$ cat config.mk
export PLATFORM = sky130hd
export DESIGN_NAME = cdb_arbiter
export DESIGN_NICKNAME = d
export VERILOG_FILES = /design/src/rtl/cdb_arbiter.sv
export SDC_FILE = /design/constraint.sdc
export NUM_CORES = 1
export LEC_CHECK = 0
export CORE_UTILIZATION = 35
export CTS_CLUSTER_SIZE = 25
export DETAILED_ROUTE_END_ITERATION = 10
export PLACE_DENSITY = 0.6
export SKIP_CTS_REPAIR_TIMING = 1
export SLEW_MARGIN = 20
export SYNTH_ARGS = -nofsm -noshare
export SYNTH_HDL_FRONTEND = slang
export SYNTH_SLANG_ARGS = --single-unit
$ cat constraint.sdc
create_clock -name clock -period 51.9 [get_ports clock]
set_clock_uncertainty 0.1 [all_clocks]
set_input_delay 10.38 -clock clock [delete_from_list [all_inputs] [get_ports clock]]
set_output_delay 10.38 -clock clock [all_outputs]
set_load 0.05 [all_outputs]
$ cat src/rtl/cdb_arbiter.sv
// Common-data-bus arbiter: grants up to NUM_CDB of NUM_REQ functional-unit
// results per cycle (starved first, then high-priority, then round-robin)
// and broadcasts the granted tags one cycle later.
module cdb_arbiter #(
   parameter int unsigned          NUM_REQ       = 8,
   parameter int unsigned          NUM_CDB       = 2,
   parameter int unsigned          TAG_W         = 6,
   parameter int unsigned          STARVE_LIMIT  = 4,
   parameter logic [NUM_REQ-1:0]   HIGH_PRI_MASK = 8'b1100_0000,
   localparam int unsigned         SRC_W         = (NUM_REQ > 1) ? $clog2(NUM_REQ) : 1
) (
   input  logic                       clock,
   input  logic                       reset,
   input  logic                       flush,
   input  logic [NUM_REQ-1:0]         req,
   input  logic [NUM_REQ*TAG_W-1:0]   req_tag,
   output logic [NUM_REQ-1:0]         grant,
   output logic [NUM_CDB-1:0]         cdb_valid,
   output logic [NUM_CDB*TAG_W-1:0]   cdb_tag,
   output logic [NUM_CDB*SRC_W-1:0]   cdb_src,
   output logic [SRC_W-1:0]           rr_ptr_dbg
);

   logic [3:0]         starve_cnt [NUM_REQ];
   logic [SRC_W-1:0]   rr_ptr;
   logic [NUM_REQ-1:0] cls_starved;
   logic [NUM_REQ-1:0] cls_high;
   logic [NUM_REQ-1:0] cls_rr;

   logic [NUM_CDB-1:0] sel_vld;
   logic [SRC_W-1:0]   sel_src [NUM_CDB];
   logic [TAG_W-1:0]   sel_tag [NUM_CDB];
   logic               rr_hit;
   logic [SRC_W-1:0]   rr_next;

   assign rr_ptr_dbg = rr_ptr;

   // Split the active requests into the three priority classes.
   always_comb begin
      cls_starved = '0;
      for (int unsigned i = 0; i < NUM_REQ; i++) begin
         cls_starved[i] = req[i] && (starve_cnt[i] == 4'(STARVE_LIMIT));
      end
      cls_high = req & HIGH_PRI_MASK & ~cls_starved;
      cls_rr   = req & ~HIGH_PRI_MASK & ~cls_starved;
   end

   // Walk the three classes as one ordered list of 3*NUM_REQ slots and hand
   // out ports in order; only the last class rotates from rr_ptr.
   always_comb begin
      int unsigned n;
      int unsigned idx;
      int unsigned cls;
      int unsigned off;
      logic        cand;
      n       = 0;
      idx     = 0;
      cls     = 0;
      off     = 0;
      cand    = 1'b0;
      grant   = '0;
      sel_vld = '0;
      rr_hit  = 1'b0;
      rr_next = rr_ptr;
      for (int unsigned k = 0; k < NUM_CDB; k++) begin
         sel_src[k] = '0;
         sel_tag[k] = '0;
      end
      if (!reset && !flush) begin
         for (int unsigned p = 0; p < 3 * NUM_REQ; p++) begin
            cls = p / NUM_REQ;
            off = p % NUM_REQ;
            idx = (cls < 2) ? off : ((32'(rr_ptr) + off) % NUM_REQ);
            cand = (cls == 0) ? cls_starved[idx] :
                   (cls == 1) ? cls_high[idx]    : cls_rr[idx];
            if (cand && (n < NUM_CDB)) begin
               grant[idx]   = 1'b1;
               sel_vld[n]   = 1'b1;
               sel_src[n]   = SRC_W'(idx);
               sel_tag[n]   = req_tag[idx*TAG_W +: TAG_W];
               n            = n + 1;
               if (cls == 2) begin
                  rr_hit  = 1'b1;
                  rr_next = (idx == NUM_REQ - 1) ? '0 : SRC_W'(idx + 1);
               end
            end
         end
      end
   end

   // Broadcast registers, round-robin pointer and starvation counters.
   always_ff @(posedge clock) begin
      if (reset || flush) begin
         cdb_valid <= '0;
         cdb_tag   <= '0;
         cdb_src   <= '0;
         rr_ptr    <= '0;
         for (int unsigned i = 0; i < NUM_REQ; i++) begin
            starve_cnt[i] <= '0;
         end
      end else begin
         cdb_valid <= sel_vld;
         for (int unsigned k = 0; k < NUM_CDB; k++) begin
            cdb_tag[k*TAG_W +: TAG_W] <= sel_tag[k];
            cdb_src[k*SRC_W +: SRC_W] <= sel_src[k];
         end
         if (rr_hit) begin
            rr_ptr <= rr_next;
         end
         for (int unsigned i = 0; i < NUM_REQ; i++) begin
            if (req[i] && !grant[i]) begin
               if (starve_cnt[i] != 4'(STARVE_LIMIT)) begin
                  starve_cnt[i] <= starve_cnt[i] + 4'd1;
               end
            end else begin
               starve_cnt[i] <= '0;
            end
         end
      end
   end

endmodule

Word-level counts from Yosys, hierarchy flattened
Memories as Yosys holds them, arrays and structs flattened.
Index checks and enable logic that the tools add are counted.
{ "classes": {"order_cmp": 131, "reduce_logical": 108, "shift": 8, "add_sub_neg": 44, "mux": 525, "multipliers": 8, "bitwise": 114, "eq_ne": 24} }
{ "op_table": {"columns": ["operator", "n"], "rows": [
  ["$lt 32x2->1 const B", 46],
  ["$mux 32", 45],
  ["$ge 33x2->1 const B", 23],
  ["$lt 33x1->1 const B", 23],
  ["$not 32->33", 23],
  ["$ge 32x1->1 const B", 23],
  ["$add 32x1->32 const B", 22],
  ["$mux 12", 45],
  ["$mux 6", 70],
  ["$shiftx 48x7->6", 8],
  ["$bwmux 12", 23],
  ["$demux 6 s1", 23],
  ["$mux 1", 132],
  ["$mux 8", 16],
  ["$mux 3", 40],
  ["$logic_and 1x1->1", 94],
  ["$mux 2", 45],
  ["$demux 3 s1", 23],
  ["$mux 4", 16],
  ["$or 8x8->8", 8],
  ["$or 2x2->2", 28],
  ["$bwmux 6", 8],
  ["$mul 3x2->5 const B", 8],
  ["$add 4x1->4 const B", 8],
  ["30 further kinds", 162]
]} }
{ "word_totals": {"elab_cells": 967, "ram_bits": 32, "ff_bits": 23, "memories": 1, "input_bits": 59, "out_inout_bits": 31} }
{ "mem_list": {"columns": ["name", "depth", "word_bits", "read_ports", "rd_ports_with_merged_regs", "write_ports", "line_no", "source"], "rows": [
  ["starve_cnt", 8, 4, 8, 0, 8, "24", "logic [3:0] starve_cnt [NUM_REQ];"]
]} }

Depth between registers and ports, before layout
Gate-level depths: netlist (run 1).
An unclocked memory read counts as a cell.
{ "depth": {"ltp_word": 104, "depth_mapped": 75, "ltp_nobuf": 68} }

Least setup slack after synthesis (run 1)
Ideal clock, no wire load.
{ "synth_timing": {"path_type": "input port to output port", "startpoint": "input port req[1]", "endpoint": "output port grant[4]", "t_required_ps": 41420, "setup_slack_ps": 17571, "path_stages": 64, "path_buffers": 9, "arrival_time_ps": 23849, "cell_sequence": "clkinv_1 -> nor2_4 -> inv_2 -> ha_1 -> clkbuf_1 -> and3_1 -> nor3_1 -> or2_1 -> buf_6 -> inv_6 -> ha_1 -> a21oi_1 -> inv_1 -> ha_1 -> a32oi_1 -> nand2_1 -> or4_1 -> and3_1 -> [28 not listed] -> inv_1 -> ha_1 -> nor2_1 -> a2bb2oi_1 -> nand2_1 -> nor3_1 -> clkbuf_1 -> nand2_1 -> nand2_1 -> ha_1 -> o21ai_0 -> nand2_1 -> or3_1 -> clkbuf_1 -> mux2_2 -> a21oi_1 -> mux2i_1 -> a21oi_1"} }
{ "synth_via": {"elab_chain_cells": 92, "elab_cells_between_ends": 157} }
{ "synth_lines": {"columns": ["element", "line_no", "source"], "rows": [
  ["start, declared", "15", "input logic [NUM_REQ-1:0] req,"],
  ["$logic_and 1x1->1", "42", "cls_starved[i] = req[i] && (starve_cnt[i] == 4'(STARVE_LIMIT));"],
  ["$logic_and 1x1->1", "76", "if (cand && (n < NUM_CDB)) begin"],
  ["$mux 32", "76", null],
  ["$mux 32", "69", "if (!reset && !flush) begin"],
  ["$lt 32x2->1", "76", null],
  ["$logic_and 1x1->1", "76", null],
  ["$mux 32", "76", null],
  ["$mux 32", "69", null],
  ["[76 not listed]", null, null],
  ["$lt 32x2->1", "76", null],
  ["$logic_and 1x1->1", "76", null],
  ["$mux 32", "76", null],
  ["$mux 32", "69", null],
  ["$lt 32x2->1", "76", null],
  ["$logic_and 1x1->1", "76", null],
  ["$mux 8 (*)", "76", null],
  ["$mux 8 (*)", "69", null],
  ["end, declared", "17", "output logic [NUM_REQ-1:0] grant,"]
]} }
Mark *: on every way between the ends. The rest lies on a longest branch, timed or not. The select of a mux whose other input is x is not followed.

Final worst setup path (run 1)
{ "layout_timing": {"startpoint": "input port req[1]", "endpoint": "output port grant[0]"} }
Same word-level chain as after synthesis.

==> results_dict.tcl, run 1 <==
set metrics [dict create \
    htreeDepth 2 \
    netlist_instances 1216 \
    crit_required_ns 41.42 \
    cts_buffer_depth 2 \
    leakagePower_nw 4.19 \
    fmax_ghz 0.0268 \
    grt_remaining_overflow 0 \
    yosys.cell_types.count 100 \
    io_pins 90 \
    synth.area.top_cells "mux4_2 12%, edfxtp_1 10%, nand2_1 7.3%" \
    yosysWarnings 0 \
    worstSetupPathType "primary input to primary output" \
    antenna_found_initial 0 \
    diodes 0 \
    powerDensity_nw_per_um2 74.1 \
    worst_path_max_delay_cell "clkdlybuf4s50_1" \
    worstMarginPinSlew_ns 1.14 \
    end_kind "primary output" \
    grt_pass1_wl_mm 53.4 \
    n_fill_cell 2729 \
    slew_viol_final 0 \
    drtAntennaViolNets 0 \
    viasPerCell 6.37 \
    slew_headroom 0.235 \
    finalSetupViolations 0 \
    tns_ns 0 \
    area_growth_syn_to_layout_pct 14.2 \
    gp_congestion 0.945 \
    num_vias 10200 \
    drc 0 \
    cts_root_buf "clkbuf_16" \
    worstPathArrival_ns 26.84 \
    report.final.hold_viol_count 0 \
    maxCapViolCount 0 \
    dr.first_iter.drc_count 1215 \
    synth_seq_cells 55 \
    grt_start_max_net_pins 58 \
    drive_above_1_share 0.108 \
    grt_util_all_layers 0.242 \
    avgRoutedWirePerCell_um 21.7 \
    worstSetupStartpointType "primary input" \
    die_y_um 167 \
    clk_pin_slew_ns 0.09 \
    syn-cell-area_um2 9550 \
    power_mw 0.808 \
    final_nets 1365 \
    dr.pass1.iters 6 \
    num_rows 60 \
    cp_common_cell "ha_1" \
    path_buf_inv 11 \
    yosys.area.top_type_share 0.120 \
    dp_hpwl_mm 27.0 \
    clock_sink_count 55 \
    postSynth.asyncResetShare 0 \
    min_path_type "register to register" \
    fin_crit_sh 0.719 \
    core_area_um2 26900 \
    slowest_delay_ns 0.87 \
    synth.largest_area_cell "mux4_2" \
    cts_tree "built" \
    period_needed_ns 37.32 \
    grt_setup_unrepaired "no" \
    synth_seq_area_share 0.149 \
    dieArea_um2 28000 \
    grt_pass1_vias 9107 \
    cpLargestDelayFamily "simple AND/OR/NAND/NOR gates" \
    wirelength_mm 34.8 \
    clock_latency_ns 0.32 \
    die_x_um 167 \
    io_buffers 89 \
    critPathMaxFanout 17 \
    status "finished, final reports clean" \
    vdd_drop_max_v 0.0000458 \
    yosys_most_used_dff "edfxtp_1" \
    cts_buffers 5 \
    synth_edf_count 32 \
    synth.avg_cell_area_um2 7.85 \
    initial_core_util 0.355 \
]
-- layout make-up --
type,instances,area (um2),area share
clock inverter,1,6.26,0.000574
clock buffer,7,154,0.0141
tap,341,427,0.0391
multi-input combinational,1015,7570,0.694
timing repair buffer,109,1040,0.0955
sequential,55,1430,0.131
inverter,72,283,0.0259
-- synthesized netlist by cell type (32+ instances only) --
master and n:
a21oi_1 55, clkbuf_1 62, edfxtp_1 32, ha_1 48
inv_1 59, mux2i_1 51, mux4_2 51, nand2_1 187
nand3_1 42, nor2_1 98, nor3_1 37, o21ai_0 59
-- per-layer routing --
metal  share of wire  global-route usage  routed length (um)  vias up
met2            0.45               0.382               15700      534
met1            0.44               0.342               15300     4900
met5               0                   0                   0        -
met4           0.012              0.0503                 433        0
li1                -                   -                   -     4724
met3           0.097              0.0475                3360       33
-- cells in the final DEF, fill, tap and decap left out, types with 32 or more instances in the layout --
cell             instances
a21oi_1                 55
clkdlybuf4s50_1         89
edfxtp_1                32
ha_1                    47
inv_1                   59
mux2i_1                 49
mux4_2                  51
nand2_1                187
nand3_1                 42
nor2_1                  98
nor3_1                  36
o21ai_0                 59
-- logic make-up (layout without fill, tap and decap cells) --
| group | Yosys count | count (layout) | share of synthesized area |
|---|---|---|---|
| and+or+nand+nor | 470 | 470 | 0.239 |
| AOI/OAI and AO/OA | 339 | 339 | 0.251 |
| buffers and inverters | 153 | 189 | 0.0644 |
| muxes | 117 | 117 | 0.192 |
| DFF | 55 | 55 | 0.149 |
| adders and majority gates | 50 | 50 | 0.0650 |
| xor gates and xnor gates | 31 | 31 | 0.0386 |
| other | 1 | 8 | 0.000393 |
-- power breakdown --
part | total, mW | switching (mW) | internal (mW)
Combinational | 0.707 | 0.445 | 0.262
Clock | 0.0396 | 0.0185 | 0.0210
Sequential | 0.0609 | 0.00537 | 0.0555
Total | 0.808 | 0.469 | 0.339
-- final timing paths --
kind / start / depth (start not counted) / endpoint / slack [ns]
worst min register to register: starve_cnt[1][0]$_SDFFCE_PP0P_ / 1 / starve_cnt[1][0]$_SDFFCE_PP0P_ / 0.52
worst max-delay path: req[1] / 58 / grant[0] / 14.58
worst max register to register: starve_cnt[0][4]$_SDFFCE_PP0P_ / 58 / cdb_tag[10]$_SDFF_PN0_ / 35.65
worst min-delay path: starve_cnt[1][0]$_SDFFCE_PP0P_ / 1 / starve_cnt[1][0]$_SDFFCE_PP0P_ / 0.52
-- metrics by stage --
step	util	setup slack (ns)	instances	cell area, um2	hold slack [ns]
finish	0.406	14.58	1600	10900	0.522
global route	0.406	13.39	1600	10900	0.554
CTS	0.406	14.77	1600	10900	0.526
detailed placement	0.400	14.84	1592	10700	0.514
global placement	0.400	15.23	1592	10700	0.507
floorplan	-	17.57	1223	9580	0.482
-- sequential cells by signal (all words and copies together) (netlist names) --
name,cells
rr_ptr_dbg,3
cdb_valid,2
cdb_src,6
cdb_tag,12
starve_cnt,32
Note: power is estimated with default switching activity, not from simulation.
==> run 2: changes to the inputs <==
- clock period: 51.9 -> 38.3 ns (I/O delays scaled with it)
==> results_dict.tcl, run 2 (synthesis results as in run 1) <==
set metrics [dict create \
    cpLargestDelayFamily "simple AND/OR/NAND/NOR gates" \
    cts_tree "built" \
    die_x_um 167 \
    grt_start_max_net_pins 58 \
    largest_register "starve_cnt" \
    avgRoutedWirePerCell_um 21.9 \
    fin_ws_ns 6.42 \
    grt_setup_unrepaired "no" \
    clock_sink_count 55 \
    gp_congestion 0.945 \
    slew_viol_final 0 \
    drc 0 \
    htreeDepth 2 \
    dr.pass1.iters 9 \
    clock_latency_ns 0.32 \
    pre_cts_ws_ns 6.62 \
    finish.utilization 0.406 \
    fin_crit_sh 0.832 \
    antenna_found_initial 0 \
    r2r_end "cdb_tag[10]$_SDFF_PN0_" \
    io_pins 90 \
    maxCapViolCount 0 \
    die_y_um 167 \
    dr.first_iter.drc_count 1153 \
    io_buffers 89 \
    area_growth_syn_to_layout_pct 14.3 \
    placed_cells 1592 \
    largest_reg_flops 32 \
    reg_top3 "starve_cnt x32, cdb_tag x12, cdb_src x6" \
    tns_ns 0 \
    cts_buffer_depth 2 \
    crit_required_ns 30.54 \
    reg2reg_slack_ns 22.00 \
    core_area_um2 26900 \
    initial_core_util 0.355 \
    worstSetupStartpointType "primary input" \
    critPathMaxFanout 17 \
    diodes 0 \
    cts_buffers 5 \
    worstMarginPinSlew_ns 1.09 \
    min_path_type "register to register" \
    reg2reg_depth 58 \
    grt_pass1_wl_mm 53.5 \
    place_area_um2 10700 \
    fmax_ghz 0.0314 \
    final_cell_mix "187 x nand2_1, 98 x nor2_1, 89 x clkdlybuf4s50_1, 59 x inv_1, 59 x o21ai_0" \
    path_buf_inv 11 \
    viasPerCell 6.37 \
    leakagePower_nw 4.20 \
    slowest_delay_ns 0.87 \
    slew_headroom 0.251 \
    cts_root_buf "clkbuf_16" \
    cp.depth 58 \
    grt_pass1_vias 9203 \
    worstPathArrival_ns 24.12 \
    report.final.hold_viol_count 0 \
    wirelength_mm 35.1 \
    final_nets 1366 \
    clk_pin_slew_ns 0.08 \
    num_vias 10200 \
    setup.worst_path.end "grant[0]" \
    design_area_um2 10900 \
    grt_remaining_overflow 0 \
    worstSetupPathType "primary input to primary output" \
    crit_start "req[1]" \
    final_cells 1601 \
    drive_above_1_share 0.109 \
    num_rows 60 \
    grt_util_all_layers 0.244 \
    cp_common_cell "ha_1" \
    period_needed_ns 31.88 \
    vdd_drop_max_v 0.0000483 \
    status "finished, final reports clean" \
    worst_path_max_delay_cell "clkdlybuf4s50_1" \
    finalSetupViolations 0 \
    layout_commonest_cell "nand2_1" \
    r2r_start "starve_cnt[0][4]$_SDFFCE_PP0P_" \
    dp_hpwl_mm 27.0 \
    dieArea_um2 28000 \
    powerDensity_nw_per_um2 101 \
    end_kind "primary output" \
    drtAntennaViolNets 0 \
]
-- run 2: cell types whose count changed in the layout (fill, tap and decap cells not counted), sizes merged --
cell,change
clkbuf,+1
-- run 2: cell type report --
class | instances | area (um2)
multi-input combinational | 1015 | 7570
clock inverter | 1 | 6.26
sequential | 55 | 1430
inverter | 72 | 283
clock buffer | 7 | 154
timing repair buffer | 110 | 1050
tap | 341 | 427
fill | 2736 | 16000
-- run 2: metal layers --
layer  global-route usage  wire, um
met5                    0         0
met1                0.335     15300
met2                0.377     15400
met3               0.0579      3570
met4               0.0754       880
-- run 2: how the worst min path moves through the flow --
stage	start	end	slack (ns)	cells after the start
2_1_floorplan	starve_cnt[0][8]$_SDFFCE_PP0P_	starve_cnt[0][8]$_SDFFCE_PP0P_	0.48	1
5_1_grt	starve_cnt[1][8]$_SDFFCE_PP0P_	starve_cnt[1][8]$_SDFFCE_PP0P_	0.55	1
4_1_cts	starve_cnt[0][8]$_SDFFCE_PP0P_	starve_cnt[0][8]$_SDFFCE_PP0P_	0.53	1
3_5_place_dp	starve_cnt[1][3]$_SDFFCE_PP0P_	starve_cnt[1][3]$_SDFFCE_PP0P_	0.52	2
3_3_place_gp	starve_cnt[1][12]$_SDFFCE_PP0P_	starve_cnt[1][12]$_SDFFCE_PP0P_	0.51	1
6_report	starve_cnt[1][4]$_SDFFCE_PP0P_	starve_cnt[1][4]$_SDFFCE_PP0P_	0.52	1
-- run 2: power by group --
part / leakage, nW / switching [mW] / internal, mW / total [mW]
Sequential: 0.567 / 0.00760 / 0.0753 / 0.0829
Clock: 0.0796 / 0.0254 / 0.0285 / 0.0539
Combinational: 3.55 / 0.605 / 0.355 / 0.960
-- run 2: through the flow --
stage,total power [mW],hold WS (ns)
6_report,1.10,0.520
2_1_floorplan,0.781,0.482
3_3_place_gp,1.02,0.507
4_1_cts,1.08,0.529
3_5_place_dp,1.02,0.515
5_1_grt,1.17,0.551
-- run 2: worst register-to-register path: cells and delay by family (launching register included) --
kind	cells	cell delay, ns
adders and majority gates	10	3.00
xor gates and xnor gates	4	1.34
DFF	1	0.44
buffers and inverters	9	1.02
and+or+nand+nor	22	6.55
AOI/OAI and AO/OA	12	3.31
muxes	1	0.43
==> run 3: changes to the inputs <==
- clock period: 38.3 -> 32.5 ns (I/O delays scaled with it)
==> results_dict.tcl, run 3 (synthesis results as in run 1) <==
set metrics [dict create \
    area_growth_syn_to_layout_pct 14.2 \
    drive_above_1_share 0.109 \
    gp_congestion 0.953 \
    tns_ns 0 \
    fin_crit_sh 0.908 \
    grt_setup_unrepaired "no" \
    cpLargestDelayFamily "simple AND/OR/NAND/NOR gates" \
    antenna_found_initial 0 \
    worst_path_max_delay_cell "clkdlybuf4s50_1" \
    io_buffers 89 \
    layout_commonest_cell "nand2_1" \
    cts_tree "built" \
    clkPwrFrac 0.050 \
    htreeDepth 2 \
    die_x_um 167 \
    die_y_um 167 \
    dp_hpwl_mm 26.8 \
    diodes 0 \
    finalSetupViolations 0 \
    clk_pin_slew_ns 0.07 \
    regArea_um2 1430 \
    powerDensity_nw_per_um2 119 \
    slowest_delay_ns 0.87 \
    status "finished, final reports clean" \
    clock_sink_count 55 \
    grt_pass1_wl_mm 54.0 \
    num_rows 60 \
    crit_required_ns 25.90 \
    cts_buffers 5 \
    leakagePower_nw 4.19 \
    power_mw 1.29 \
    worstMarginPinSlew_ns 1.14 \
    grt_pass1_vias 9179 \
    grt_start_max_net_pins 58 \
    maxCapViolCount 0 \
    grt_remaining_overflow 0 \
    final_cells 1599 \
    largest_reg_flops 32 \
    min_path_type "register to register" \
    num_vias 10200 \
    final_nets 1364 \
    dr.pass1.iters 8 \
    worstSetupPathType "primary input to primary output" \
    final_cell_mix "187 x nand2_1, 98 x nor2_1, 89 x clkdlybuf4s50_1, 59 x inv_1, 59 x o21ai_0" \
    placed_cells 1591 \
    p_int_mw 0.543 \
    dieArea_um2 28000 \
    multi_input_area_um2 7570 \
    p_sw_mw 0.752 \
    n_fill_cell 2740 \
    slew_headroom 0.236 \
    path_buf_inv 11 \
    cp_common_cell "ha_1" \
    report.final.hold_viol_count 0 \
    wirelength_mm 34.8 \
    initial_core_util 0.355 \
    reg_top3 "starve_cnt x32, cdb_tag x12, cdb_src x6" \
    critPathMaxFanout 17 \
    clock_latency_ns 0.32 \
    worstPathArrival_ns 22.92 \
    slew_viol_final 0 \
    io_pins 90 \
    combPwrFrac 0.875 \
    drc 0 \
    swShare 0.581 \
    largest_register "starve_cnt" \
    finish.utilization 0.406 \
    worstSetupStartpointType "primary input" \
    vdd_drop_max_v 0.0000640 \
    grt_util_all_layers 0.245 \
    dr.first_iter.drc_count 1245 \
    p_seq_frac 0.075 \
    cts_buffer_depth 2 \
    drtAntennaViolNets 0 \
    avgRoutedWirePerCell_um 21.8 \
    viasPerCell 6.37 \
    fmax_ghz 0.0339 \
    cts_root_buf "clkbuf_16" \
    end_kind "primary output" \
    core_area_um2 26900 \
    period_needed_ns 29.52 \
]
## run 3: cell type report
class	instances	share of cell area
repair buffers	108	0.0947
clock inverters	1	0.000459
clock buffers	7	0.0150
inverters	72	0.0259
well taps	341	0.0391
multi-input cells	1015	0.694
flip-flops and latches	55	0.131
## run 3: worst paths after layout
| check | end | from | cells after the start | slack (ns) |
|---|---|---|---|---|
| worst max-delay path | grant[0] | req[1] | 59 | 2.98 |
| worst min-delay path | starve_cnt[0][12]$_SDFFCE_PP0P_ | starve_cnt[0][12]$_SDFFCE_PP0P_ | 1 | 0.53 |
| worst max register to register | starve_cnt[1][6]$_SDFFCE_PP0P_ | starve_cnt[0][4]$_SDFFCE_PP0P_ | 61 | 16.29 |
| worst min register to register | starve_cnt[0][12]$_SDFFCE_PP0P_ | starve_cnt[0][12]$_SDFFCE_PP0P_ | 1 | 0.53 |
## run 3: power by group through the flow
stage,logic [mW],clock network [mW],registers (mW)
finish,1.13,0.0647,0.0974
floorplan,0.783,0,0.137
CTS,1.11,0.0659,0.0978
global placement,1.10,0,0.0992
global route,1.22,0.0670,0.0994
detailed placement,1.10,0,0.0995
## run 3: per-layer routing
| layer | vias up | part of all wire | routed length, um | track usage |
|---|---|---|---|---|
| li1 | 4715 | - | - | - |
| met1 | 4839 | 0.43 | 15000 | 0.342 |
| met2 | 583 | 0.44 | 15400 | 0.382 |
| met3 | 44 | 0.10 | 3650 | 0.0513 |
| met4 | 0 | 0.022 | 758 | 0.0694 |
| met5 | - | 0 | 0 | 0 |
## run 3: per-stage QoR
| stage | setup WS (ns) | area, um2 | hold WS [ns] |
|---|---|---|---|
| finish | 2.98 | 10900 | 0.525 |
| global route | 1.80 | 10900 | 0.553 |
| CTS | 3.11 | 10900 | 0.526 |
| detailed placement | 3.19 | 10700 | 0.513 |
| global placement | 3.66 | 10700 | 0.510 |
| floorplan | 5.93 | 9580 | 0.482 |
